<file path="src/rtl/display_view_sequencer_pkg.sv">
// Shared view and edit-select encodings for the display view path.
// The config FSM imports this package as well, so these codes must stay stable.
package display_view_sequencer_pkg;

   typedef enum logic [1:0] {
      S_TIME  = 2'b01,
      S_DATE  = 2'b10,
      S_TIMER = 2'b11
   } view_state_t;

   localparam logic [1:0] VIEW_TIME  = 2'b01;
   localparam logic [1:0] VIEW_DATE  = 2'b10;
   localparam logic [1:0] VIEW_TIMER = 2'b11;

   localparam logic [1:0] EDIT_HOLD  = 2'b00;
   localparam logic [1:0] EDIT_TIME  = 2'b01;
   localparam logic [1:0] EDIT_DATE  = 2'b10;
   localparam logic [1:0] EDIT_TIMER = 2'b11;

   // Rotation order TIME -> DATE -> TIMER -> TIME; TIMER is skipped when disabled.
   function automatic view_state_t next_view(input view_state_t cur, input logic timer_en);
      case (cur)
         S_TIME:  next_view = S_DATE;
         S_DATE:  next_view = timer_en ? S_TIMER : S_TIME;
         default: next_view = S_TIME;
      endcase
   endfunction

endpackage

</file>
<file path="src/rtl/display_view_sequencer_dwell_timer.sv">
// Per-view dwell counter: counts enabled cycles and flags the last cycle of the dwell.
// The limit is chosen by the caller, so one counter serves every view.
module dwell_timer #(
   parameter int CNT_W = 27
) (
   input  logic             clk,
   input  logic             reset,
   input  logic             clr,
   input  logic             en,
   input  logic [CNT_W-1:0] limit,
   output logic             expire
);

   logic [CNT_W-1:0] count;

   always_ff @(posedge clk) begin
      if (reset || clr) begin
         count <= '0;
      end else if (en) begin
         count <= count + CNT_W'(1);
      end
   end

   assign expire = (count == limit - CNT_W'(1));

endmodule

</file>
<file path="src/rtl/display_view_sequencer.sv">
// One-hot view select for the display output selector: auto-rotation with per-view
// dwell, manual next button, and an edit-mode override that pins the edited view.
module display_view_sequencer
   import display_view_sequencer_pkg::*;
#(
   parameter int CNT_W       = 27,
   parameter int DWELL_TIME  = 100_000_000,
   parameter int DWELL_DATE  = 50_000_000,
   parameter int DWELL_TIMER = 50_000_000
) (
   input  logic       clk,
   input  logic       reset,
   input  logic       auto_en,
   input  logic       btn_next,
   input  logic       timer_en,
   input  logic       edit_mode,
   input  logic [1:0] edit_sel,
   output logic       f1,
   output logic       f2,
   output logic       f3,
   output logic [1:0] view_id,
   output logic       view_chg
);

   localparam logic [CNT_W-1:0] LIM_TIME  = CNT_W'(DWELL_TIME);
   localparam logic [CNT_W-1:0] LIM_DATE  = CNT_W'(DWELL_DATE);
   localparam logic [CNT_W-1:0] LIM_TIMER = CNT_W'(DWELL_TIMER);

   view_state_t      state;
   view_state_t      state_nxt;
   logic             dwell_clr;
   logic             dwell_en;
   logic             dwell_expire;
   logic [CNT_W-1:0] dwell_limit;

   always_comb begin
      case (state)
         S_DATE:  dwell_limit = LIM_DATE;
         S_TIMER: dwell_limit = LIM_TIMER;
         default: dwell_limit = LIM_TIME;
      endcase
   end

   dwell_timer #(
      .CNT_W (CNT_W)
   ) u_dwell (
      .clk    (clk),
      .reset  (reset),
      .clr    (dwell_clr),
      .en     (dwell_en),
      .limit  (dwell_limit),
      .expire (dwell_expire)
   );

   // Priority: edit override, then timer view withdrawn, then button, then dwell expiry.
   always_comb begin
      state_nxt = state;
      dwell_clr = 1'b0;
      dwell_en  = auto_en & ~edit_mode;
      if (edit_mode) begin
         dwell_clr = 1'b1;
         case (edit_sel)
            EDIT_TIME:  state_nxt = S_TIME;
            EDIT_DATE:  state_nxt = S_DATE;
            EDIT_TIMER: state_nxt = S_TIMER;
            default:    state_nxt = state;
         endcase
      end else if (state == S_TIMER && !timer_en) begin
         state_nxt = S_TIME;
         dwell_clr = 1'b1;
      end else if (btn_next) begin
         state_nxt = next_view(state, timer_en);
         dwell_clr = 1'b1;
      end else if (auto_en && dwell_expire) begin
         state_nxt = next_view(state, timer_en);
         dwell_clr = 1'b1;
      end
   end

   // Selects are registered from the next state so they change on the deciding edge.
   always_ff @(posedge clk) begin
      if (reset) begin
         state    <= S_TIME;
         f1       <= 1'b1;
         f2       <= 1'b0;
         f3       <= 1'b0;
         view_chg <= 1'b0;
      end else begin
         state    <= state_nxt;
         f1       <= (state_nxt == S_TIME);
         f2       <= (state_nxt == S_DATE);
         f3       <= (state_nxt == S_TIMER);
         view_chg <= (state_nxt != state);
      end
   end

   assign view_id = state;

endmodule

</file>
<file path="config.mk">
export PLATFORM = sky130hd
export DESIGN_NAME = display_view_sequencer
export DESIGN_NICKNAME = d
export VERILOG_FILES = /design/src/rtl/display_view_sequencer_pkg.sv /design/src/rtl/display_view_sequencer_dwell_timer.sv /design/src/rtl/display_view_sequencer.sv
export SDC_FILE = /design/constraint.sdc
export NUM_CORES = 1
export LEC_CHECK = 0
export BUFFER_PORTS_ARGS = -buffer_cell sky130_fd_sc_hd__clkbuf_2
export CORE_ASPECT_RATIO = 1.75
export CORE_UTILIZATION = 55
export CTS_BUF_LIST = sky130_fd_sc_hd__clkbuf_16
export DETAILED_ROUTE_END_ITERATION = 10
export HOLD_SLACK_MARGIN = 0.05
export PLACE_DENSITY = 0.77
export SLEW_MARGIN = 40
export SYNTH_ARGS = -nofsm -noshare
export SYNTH_HDL_FRONTEND = slang
export SYNTH_SLANG_ARGS = --single-unit
</file>
<file path="constraint.sdc">
create_clock -name clk -period 3.05 [get_ports clk]
set_clock_uncertainty 0.15 [all_clocks]
set_input_delay 0.305 -clock clk [delete_from_list [all_inputs] [get_ports clk]]
set_output_delay 0.305 -clock clk [all_outputs]
set_load 0.03 [all_outputs]
</file>
==> impl_metrics.py, run 1 <==
metrics = {
    "timing": {
        "slew_viol_final": 0,
        "fmax_ghz": 0.3926,
        "fin_crit_ps": 2547,
        "grt_setup_unrepaired": "false",
        "max_slew_margin_pct": 48.20,
        "hold_violations": 0,
        "tns_ps": 0,
        "post-route-period-util_pct": 83.50,
        "setup_slack_ps": 503.2,
        "setup_viol": 0,
        "tightest_slew_ps": 769.9,
    },
    "place": {
        "dp_hpwl_mm": 2.763,
        "dp_worst_setup_slack_ps": 528.2,
        "io_buffers": 13,
        "gp_congestion": 0.8628,
    },
    "critical_path": {
        "cp_data_arrival_time_ps": 2540,
        "crit_chain": "inv_1 -> ha_1 -> or4_4 -> a211o_2 -> nand3_2 -> nor2_1",
        "cp-start-kind": "flop",
        "cp-end-kind": "flop",
        "required_ps": 3050,
        "cp_slowest_cell": "or4_4",
        "critical_path_class": "flop to flop",
        "cp_num_buf_inv": 1,
        "slowest_delay_ps": 550,
        "crit_path_max_fanout": 27,
        "critPathTopFamily": "simple AND/OR/NAND/NOR gates",
    },
    "clocking": {
        "cts_hold_buf": 0,
        "tritoncts": "done",
        "clock-sinks": 33,
        "clk_latency_ps": 280,
        "cts_root_buf": "clkbuf_16",
        "cts_buffers": 5,
        "cts_resized": 0,
        "post_cts_buffers": 0,
        "clk_pin_slew_ps": 50,
        "htreeDepth": 2,
        "clockBufferDepth": 2,
    },
    "synth": {
        "yosys_warnings": 0,
        "syn_inst": 215,
        "yosys_most_used_dff": "dfxtp_1",
        "syn-num-nets": 227,
        "syn_area_um2": 1831,
        "avgSynthCellArea_um2": 8.514,
        "synth_edf_count": 0,
        "synth_cell_type_count": 53,
        "synth-seq-cells": 33,
        "yosysSeqAreaShare_pct": 36.09,
        "async_flop_share_pct": 0,
    },
    "detailed_routing": {
        "wl_per_cell_um": 14.21,
        "vias": 1628,
        "drtIter0Drc": 45,
        "ant_nets": 0,
        "drc": 0,
        "dr.pass1.iters": 5,
        "drt_wl_total_mm": 3.894,
        "vias_per_cell": 5.942,
    },
    "grt": {
        "grt_start_max_net_pins": 28,
        "grt_antenna_before_repair": 0,
        "grt_pass1_vias": 1569,
        "grt_pass1_wl_mm": 6.824,
        "grt_use_total_pct": 25.84,
        "gr-total-overflow": 0,
    },
    "cells_and_area": {
        "drive_gt1_share_pct": 13.85,
        "nets": 242,
        "syn_to_final_growth_pct": 13.47,
        "num_antenna_cells": 0,
    },
    "status": {
        "outcome": "complete, no violations",
    },
    "power": {
        "ir_worst_vdd_mv": 0.3879,
        "cellLeakagePower_uw": 0.0006959,
        "power.density_nw_per_um2": 533.2,
    },
    "floorplanning": {
        "placementRows": 27,
        "dieArea_um2": 3572,
        "start_util_pct": 58.26,
        "design.core.area_um2": 3142,
        "ios": 14,
        "die_h_um": 78.32,
        "die_w_um": 45.61,
    },
    "run": {
        "drv_cap": 0,
    },
    "worst_hold_path": {
        "holdCritPathClass": "input port to flop",
    },
}
[through the flow]
| stage | hold slack (ps) | std cells | power, uW | area, um^2 | utilization [%] |
|---|---|---|---|---|---|
| finish | 156.3 | 274 | 1107 | 2077 | 66.11 |
| global route | 188.8 | 274 | 1148 | 2077 | 66.11 |
| CTS | 155.3 | 274 | 1113 | 2077 | 66.11 |
| detailed placement | 344.9 | 266 | 557.9 | 1914 | 60.93 |
| global placement | 347.0 | 266 | 557.6 | 1914 | 60.93 |
| floorplan | 256.5 | 215 | 530.7 | 1831 | - |
[state kept, by name (all words and copies together) (netlist names)]
name / cells
u_dwell.count: 27
view_id: 2
f1: 1
f2: 1
f3: 1
view_chg: 1
[synth_stat cells (2+ instances only)]
master,n,area (um^2)
nor2_1,36,135.1
dfxtp_1,33,660.6
nand2_1,15,56.30
nand3_1,14,70.07
xnor2_1,14,122.6
xor2_1,12,105.1
nand4_1,10,62.56
nor3_1,10,50.05
inv_1,7,26.28
a21oi_1,6,30.03
ha_1,4,50.05
a211oi_1,3,22.52
and3_1,3,18.77
nor4_2,3,37.54
a31oi_1,2,12.51
and4_1,2,17.52
buf_6,2,22.52
nor2b_1,2,12.51
o21a_1,2,15.01
or4_4,2,22.52
[kinds of logic (layout without fill, tap and decap cells)]
logic type,Yosys count,count (layout),share of synthesized area [%]
multiplexers,2,2,1.162
flip-flops,33,33,36.09
buffers and inverters,12,28,3.349
AND/OR/NAND/NOR,112,112,33.08
XOR/XNOR,26,26,12.44
adder cells (fa/ha/maj),4,4,2.734
AO/OA/AOI/OAI,26,26,11.14
[placed cells by master (no fill, tap or decap), types with 2 or more instances in the layout]
cell type	synthesis	final
a211oi_1	3	3
a21oi_1	6	6
a31oi_1	2	2
and3_1	3	3
and4_1	2	2
clkbuf_16	0	5
clkbuf_2	0	13
dfxtp_1	33	33
ha_1	4	4
inv_1	7	8
nand2_1	15	15
nand3_1	14	14
nand4_1	10	10
nor2_1	36	36
nor2b_1	2	2
nor3_1	10	10
nor4_2	3	3
o21a_1	2	2
or4_4	2	2
xnor2_1	14	14
xor2_1	12	12
[worst reg2reg max path: cells and delay by family, from the launching register on]
family / cells / cell delay [ps]
AND/OR/NAND/NOR: 3 / 1060
flip-flops: 1 / 480
AO/OA/AOI/OAI: 1 / 360
adder cells (fa/ha/maj): 1 / 240
buffers and inverters: 1 / 130
[routing by layer]
metal	part of all wire, %	vias up	global-route usage, %	routed length (um)
met4	3.3	0	13.64	130
met2	51	39	41.71	1990
met3	2.9	12	6.437	112
met5	0	-	0	0
met1	43	776	29.83	1660
li1	-	801	-	-
[final timing paths]
kind / from / end / slack, ps / cells after the start
setup / recovery: view_id[0]$_SDFF_PP1_ / u_dwell.count[14]$_SDFFE_PP0P_ / 500 / 6
hold / removal: reset / view_chg$_SDFF_PP0_ / 160 / 2
setup reg to reg: view_id[0]$_SDFF_PP1_ / u_dwell.count[14]$_SDFFE_PP0P_ / 500 / 6
hold reg to reg: u_dwell.count[1]$_SDFFE_PP0P_ / u_dwell.count[1]$_SDFFE_PP0P_ / 350 / 2
[layout make-up]
class                      count  area, um^2
timing repair buffer          13       65.06
multi-input combinational    170        1109
tap                           43       53.80
fill                         288        1065
clock buffer                   5       125.1
sequential                    33       660.6
inverter                       7       26.28
clock inverter                 3       37.54
[power breakdown]
part           internal, uW  switching [uW]  leakage (uW)
Clock                   379             178     0.0000826
Combinational          35.4            67.2      0.000346
Sequential              440            7.47      0.000267
Power figures use the tool's default switching activity.
==> run 2, diff against run 1 <==
Settings changed: CORE_UTILIZATION 55 to 53.
Clock period 3.05 ns to 2.1 ns, I/O delays scaled along.
==> run 2 against run 1 <==
- the flow now finishes with violations (setup timing)
- global-route usage increased by 7.0 points
- via count increased by 12%
- clock-buffer cell count unchanged
- maximum frequency increased by 21%
- design area increased by 18%
- sequential power increased by 45%
- critical path type unchanged
- highest routed layer unchanged
==> impl_metrics.py, run 2 (same netlist as run 1, synthesis figures left out) <==
metrics = {
    "power": {
        "power.density_nw_per_um2": 674.5,
        "ir_worst_vdd_mv": 0.6519,
        "cellLeakagePower_uw": 0.0009044,
        "p_total_uw": 1655,
    },
    "clocking": {
        "clk_latency_ps": 280,
        "htreeDepth": 2,
        "cts_root_buf": "clkbuf_16",
        "clockBufferDepth": 2,
        "clock-sinks": 33,
        "cts_buffers": 5,
        "tritoncts": "done",
        "cts_hold_buf": 0,
        "clk_pin_slew_ps": 50,
    },
    "grt": {
        "grt_pass1_vias": 1895,
        "gr-total-overflow": 0,
        "grt_use_total_pct": 32.80,
        "grt_start_max_net_pins": 22,
        "grt_antenna_before_repair": 0,
        "grt_pass1_wl_mm": 8.445,
    },
    "status": {
        "outcome": "finished, violations left",
        "violations": "setup timing",
    },
    "critical_path": {
        "slowest_delay_ps": 570,
        "worstSetupEndpoint": "f3$_SDFF_PP0_",
        "crit_path_max_fanout": 3,
        "cp_slowest_cell": "or4_4",
        "required_ps": 2120,
        "rrSetupSlack_ps": -8,
        "reg2reg_to": "f3$_SDFF_PP0_",
        "cp_data_arrival_time_ps": 2130,
        "crit_chain": "ha_4 -> or4_4 -> a2111oi_4 -> mux2_4 -> o211a_1",
        "startpoint": "view_id[1]$_SDFF_PP0_",
        "cp-start-kind": "flop",
        "r2r-start": "view_id[1]$_SDFF_PP0_",
        "critical_path_class": "flop to flop",
        "cp-end-kind": "flop",
        "worstRegToRegCells": 5,
    },
    "detailed_routing": {
        "ant_nets": 0,
        "vias": 1821,
        "dr.pass1.iters": 4,
        "drc": 0,
        "drtIter0Drc": 61,
        "wl_per_cell_um": 16.69,
        "drt_wl_total_mm": 5.190,
        "vias_per_cell": 5.855,
    },
    "floorplanning": {
        "ios": 14,
        "design.core.area_um2": 3209,
        "die_h_um": 79.75,
        "start_util_pct": 57.04,
        "dieArea_um2": 3702,
        "placementRows": 27,
        "die_w_um": 46.43,
    },
    "cells_and_area": {
        "largest-register": "u_dwell.count",
        "num_antenna_cells": 0,
        "final_cells": 311,
        "layout_common_cells": "nor2_1 (36), buf_4 (36), dfxtp_1 (30)",
        "largest_register_ffs": 27,
        "drive_gt1_share_pct": 30.60,
        "n_fill_cell": 231,
        "nets": 279,
        "syn_to_final_growth_pct": 34.04,
        "regArea_um2": 669.4,
        "multi_input_area_um2": 1186,
    },
    "timing": {
        "fmax_ghz": 0.4743,
        "max_slew_margin_pct": 69.52,
        "setup_viol": 1,
        "grt_setup_unrepaired": "true",
        "fin_crit_ps": 2108,
        "slew_viol_final": 0,
        "post-route-period-util_pct": 100.4,
        "tightest_slew_ps": 453.7,
        "hold_violations": 0,
        "setup_slack_ps": -8.473,
    },
    "place": {
        "dp_worst_setup_slack_ps": -76.97,
        "dp_hpwl_mm": 3.757,
        "gp_congestion": 0.8814,
        "io_buffers": 13,
        "dp_cells": 302,
    },
    "run": {
        "drv_cap": 0,
    },
    "worst_hold_path": {
        "holdCritPathClass": "input port to flop",
    },
}
[run 2: stage by stage]
stage / area (um^2) / utilization, % / hold slack (ps) / TNS, ps
after floorplan: 1879 / - / 161.5 / -154.3
after global placement: 2246 / 69.98 / 330.6 / -75.74
after detailed placement: 2246 / 69.98 / 338.2 / -132.4
after CTS: 2421 / 75.44 / 68.17 / -25.91
after global routing: 2454 / 76.45 / 107.5 / -466.1
final: 2454 / 76.45 / 90.53 / -8.473
[run 2: power by group]
group,leakage [uW],switching (uW),internal [uW]
clock network,0.0000826,258,550
logic,0.000553,119,79.0
registers,0.000268,8.74,640
total,0.000904,386,1270
[run 2: metal layers]
layer,wire [um],GRT usage [%]
met5,0,0
met4,309,22.06
met3,138,6.335
met2,2965,60.56
met1,1776,28.79
[run 2: area by class of cell]
| cell class | count | share of cell area [%] |
|---|---|---|
| Multi-Input combinational cell | 170 | 48.34 |
| Timing Repair Buffer | 50 | 14.48 |
| Clock inverter | 3 | 1.530 |
| Clock buffer | 5 | 5.099 |
| Inverter | 7 | 1.071 |
| Tap cell | 43 | 2.193 |
| Sequential cell | 33 | 27.28 |
[run 2: worst min path at each step]
stage,startpoint,to,cells past startpoint
after floorplan,reset,view_chg$_SDFF_PP0_,1
after global placement,u_dwell.count[1]$_SDFFE_PP0P_,u_dwell.count[1]$_SDFFE_PP0P_,2
after detailed placement,u_dwell.count[1]$_SDFFE_PP0P_,u_dwell.count[1]$_SDFFE_PP0P_,2
after CTS,reset,view_chg$_SDFF_PP0_,2
after global routing,reset,view_chg$_SDFF_PP0_,2
final,reset,view_chg$_SDFF_PP0_,2
[run 2: what timing repair did]
action,4_1_cts,5_1_grt
gates resized for setup,1,6
setup buffers,1,0
endpoints found under the setup margin,2,31
pin swaps,1,1
[run 2: worst max-delay path, delay by kind of cell, from the launching register on]
kind	cells	cell delay, ps
AND/OR/NAND/NOR	1	570
AO/OA/AOI/OAI	2	430
flip-flops	1	360
multiplexers	1	340
adder cells (fa/ha/maj)	1	150
==> run 3, diff against run 2 <==
Settings changed: SKIP_CTS_REPAIR_TIMING set to 1.
==> run 3 against run 2 <==
- the flow still finishes with violations (setup timing)
- global-route usage stayed put
- maximum frequency is 0.16% lower
- non-clock buffer count stayed put
- setup slack worse by 3.5 ps
- utilization hardly changed
- sequential power hardly changed
- total power is 0.12% higher
- sequential cell count stayed put
- clock power hardly changed
- first-iteration DRC count is 23% higher
- critical path depth stayed put
- largest cell class unchanged
==> impl_metrics.py, run 3 (same netlist as run 1, synthesis figures left out) <==
metrics = {
    "status": {
        "violations": "setup timing",
        "outcome": "finished, violations left",
    },
    "worst_hold_path": {
        "holdCritPathClass": "input port to flop",
    },
    "cells_and_area": {
        "syn_to_final_growth_pct": 34.11,
        "final_util_pct": 76.49,
        "drive_gt1_share_pct": 30.22,
        "n_fill_cell": 231,
        "largest_register_ffs": 27,
        "largest-register": "u_dwell.count",
        "layout_common_cells": "nor2_1 (36), buf_4 (36), dfxtp_1 (31)",
        "num_antenna_cells": 0,
        "nets": 279,
    },
    "power": {
        "swShare_pct": 23.40,
        "p_int_uw": 1269,
        "share_seq_of_total_power_pct": 39.2,
        "ir_worst_vdd_mv": 0.6512,
        "p_switching_uw": 387.7,
        "clkPwrFrac_pct": 48.8,
        "cellLeakagePower_uw": 0.0009036,
        "power.density_nw_per_um2": 675.0,
        "pwr-share-comb_pct": 12.0,
    },
    "clocking": {
        "tritoncts": "done",
        "htreeDepth": 2,
        "clockBufferDepth": 2,
        "clk_latency_ps": 280,
        "clk_pin_slew_ps": 50,
        "clock-sinks": 33,
        "cts_buffers": 5,
        "cts_root_buf": "clkbuf_16",
    },
    "grt": {
        "gr-total-overflow": 0,
        "grt_pass1_wl_mm": 8.466,
        "grt_use_total_pct": 32.80,
        "grt_antenna_before_repair": 0,
        "grt_start_max_net_pins": 22,
        "grt_pass1_vias": 1883,
    },
    "critical_path": {
        "worstRegToRegCells": 5,
        "startpoint": "view_id[0]$_SDFF_PP1_",
        "worstSetupEndpoint": "f3$_SDFF_PP0_",
        "cp_slowest_cell": "or4_4",
        "crit_chain": "ha_4 -> or4_4 -> a2111oi_4 -> mux2_4 -> o211a_1",
        "cp_data_arrival_time_ps": 2140,
        "critical_path_class": "flop to flop",
        "cp-end-kind": "flop",
        "r2r-start": "view_id[0]$_SDFF_PP1_",
        "critPathTopFamily": "simple AND/OR/NAND/NOR gates",
        "reg2reg_to": "f3$_SDFF_PP0_",
        "crit_path_max_fanout": 3,
        "slowest_delay_ps": 570,
        "cp_num_cells": 5,
        "required_ps": 2120,
        "cp_num_buf_inv": 0,
        "cp-start-kind": "flop",
        "rrSetupSlack_ps": -10,
    },
    "floorplanning": {
        "dieArea_um2": 3702,
        "placementRows": 27,
        "start_util_pct": 57.04,
        "die_w_um": 46.43,
        "die_h_um": 79.75,
        "design.core.area_um2": 3209,
        "ios": 14,
    },
    "detailed_routing": {
        "vias": 1848,
        "dr.pass1.iters": 4,
        "drt_wl_total_mm": 5.223,
        "drtIter0Drc": 75,
        "drc": 0,
        "wl_per_cell_um": 16.79,
        "vias_per_cell": 5.942,
        "ant_nets": 0,
    },
    "run": {
        "drv_cap": 0,
    },
    "timing": {
        "fin_crit_ps": 2112,
        "fmax_ghz": 0.4735,
        "tns_ps": -11.93,
        "max_slew_margin_pct": 69.34,
        "whs_ps": 89.68,
        "hold_violations": 0,
        "post-route-period-util_pct": 100.6,
        "grt_setup_unrepaired": "true",
        "tightest_slew_ps": 456.3,
        "setup_slack_ps": -11.93,
        "setup_viol": 1,
        "slew_viol_final": 0,
    },
    "place": {
        "gp_congestion": 0.8814,
        "dp_hpwl_mm": 3.757,
        "io_buffers": 13,
        "dp_worst_setup_slack_ps": -76.97,
    },
}
==> run 3: cell counts in the layout (fill, tap and decap cells not counted) <==
Identical to the previous run, type by type.
==> run 3: layer usage <==
metal | routed length, um | GRT usage (%) | up-vias | share of wire [%]
li1 | - | - | 871 | -
met1 | 1758 | 29.22 | 876 | 34
met2 | 2975 | 60.56 | 71 | 57
met3 | 189 | 6.335 | 30 | 3.6
met4 | 299 | 21.18 | 0 | 5.7
met5 | 0 | 0 | - | 0
==> run 3: power groups by stage <==
stage | clock network, uW | registers (uW) | logic, uW
3_5_place_dp | 0 | 662 | 191
5_1_grt | 844 | 649 | 211
3_3_place_gp | 0 | 661 | 187
6_report | 809 | 649 | 199
2_1_floorplan | 0 | 689 | 88.2
4_1_cts | 814 | 649 | 192
==> run 3: worst register-to-register path, delay by kind of cell (launching register included) <==
kind / cells / cell delay (ps)
AOI/OAI and AO/OA: 2 / 440
adders and majority gates: 1 / 160
DFF: 1 / 360
muxes: 1 / 340
and+or+nand+nor: 1 / 570
==> run 3: area by class of cell <==
type	count	area [um^2]	share of cell area (%)
clock inverter	3	37.54	1.529
clock buffer	5	125.1	5.097
inverter	7	28.78	1.172
sequential	33	668.1	27.22
tap	43	53.80	2.192
timing repair buffer	50	355.3	14.48
multi-input combinational	170	1186	48.32
==> run 3: how the worst min path moves through the flow <==
stage	start	end	slack (ps)	depth (start not counted)
3_5_place_dp	u_dwell.count[1]$_SDFFE_PP0P_	u_dwell.count[1]$_SDFFE_PP0P_	340	2
3_3_place_gp	u_dwell.count[1]$_SDFFE_PP0P_	u_dwell.count[1]$_SDFFE_PP0P_	330	2
6_report	reset	view_chg$_SDFF_PP0_	90	2
4_1_cts	reset	view_chg$_SDFF_PP0_	70	2
2_1_floorplan	reset	view_chg$_SDFF_PP0_	160	1
5_1_grt	reset	view_chg$_SDFF_PP0_	110	2
==> run 3: stage by stage <==
step | instances | power (uW) | cell area [um^2]
after floorplan | 215 | 777.3 | 1879
after global placement | 302 | 848.3 | 2246
after detailed placement | 302 | 852.7 | 2246
after CTS | 310 | 1654 | 2409
after global routing | 311 | 1705 | 2455
final | 311 | 1657 | 2455
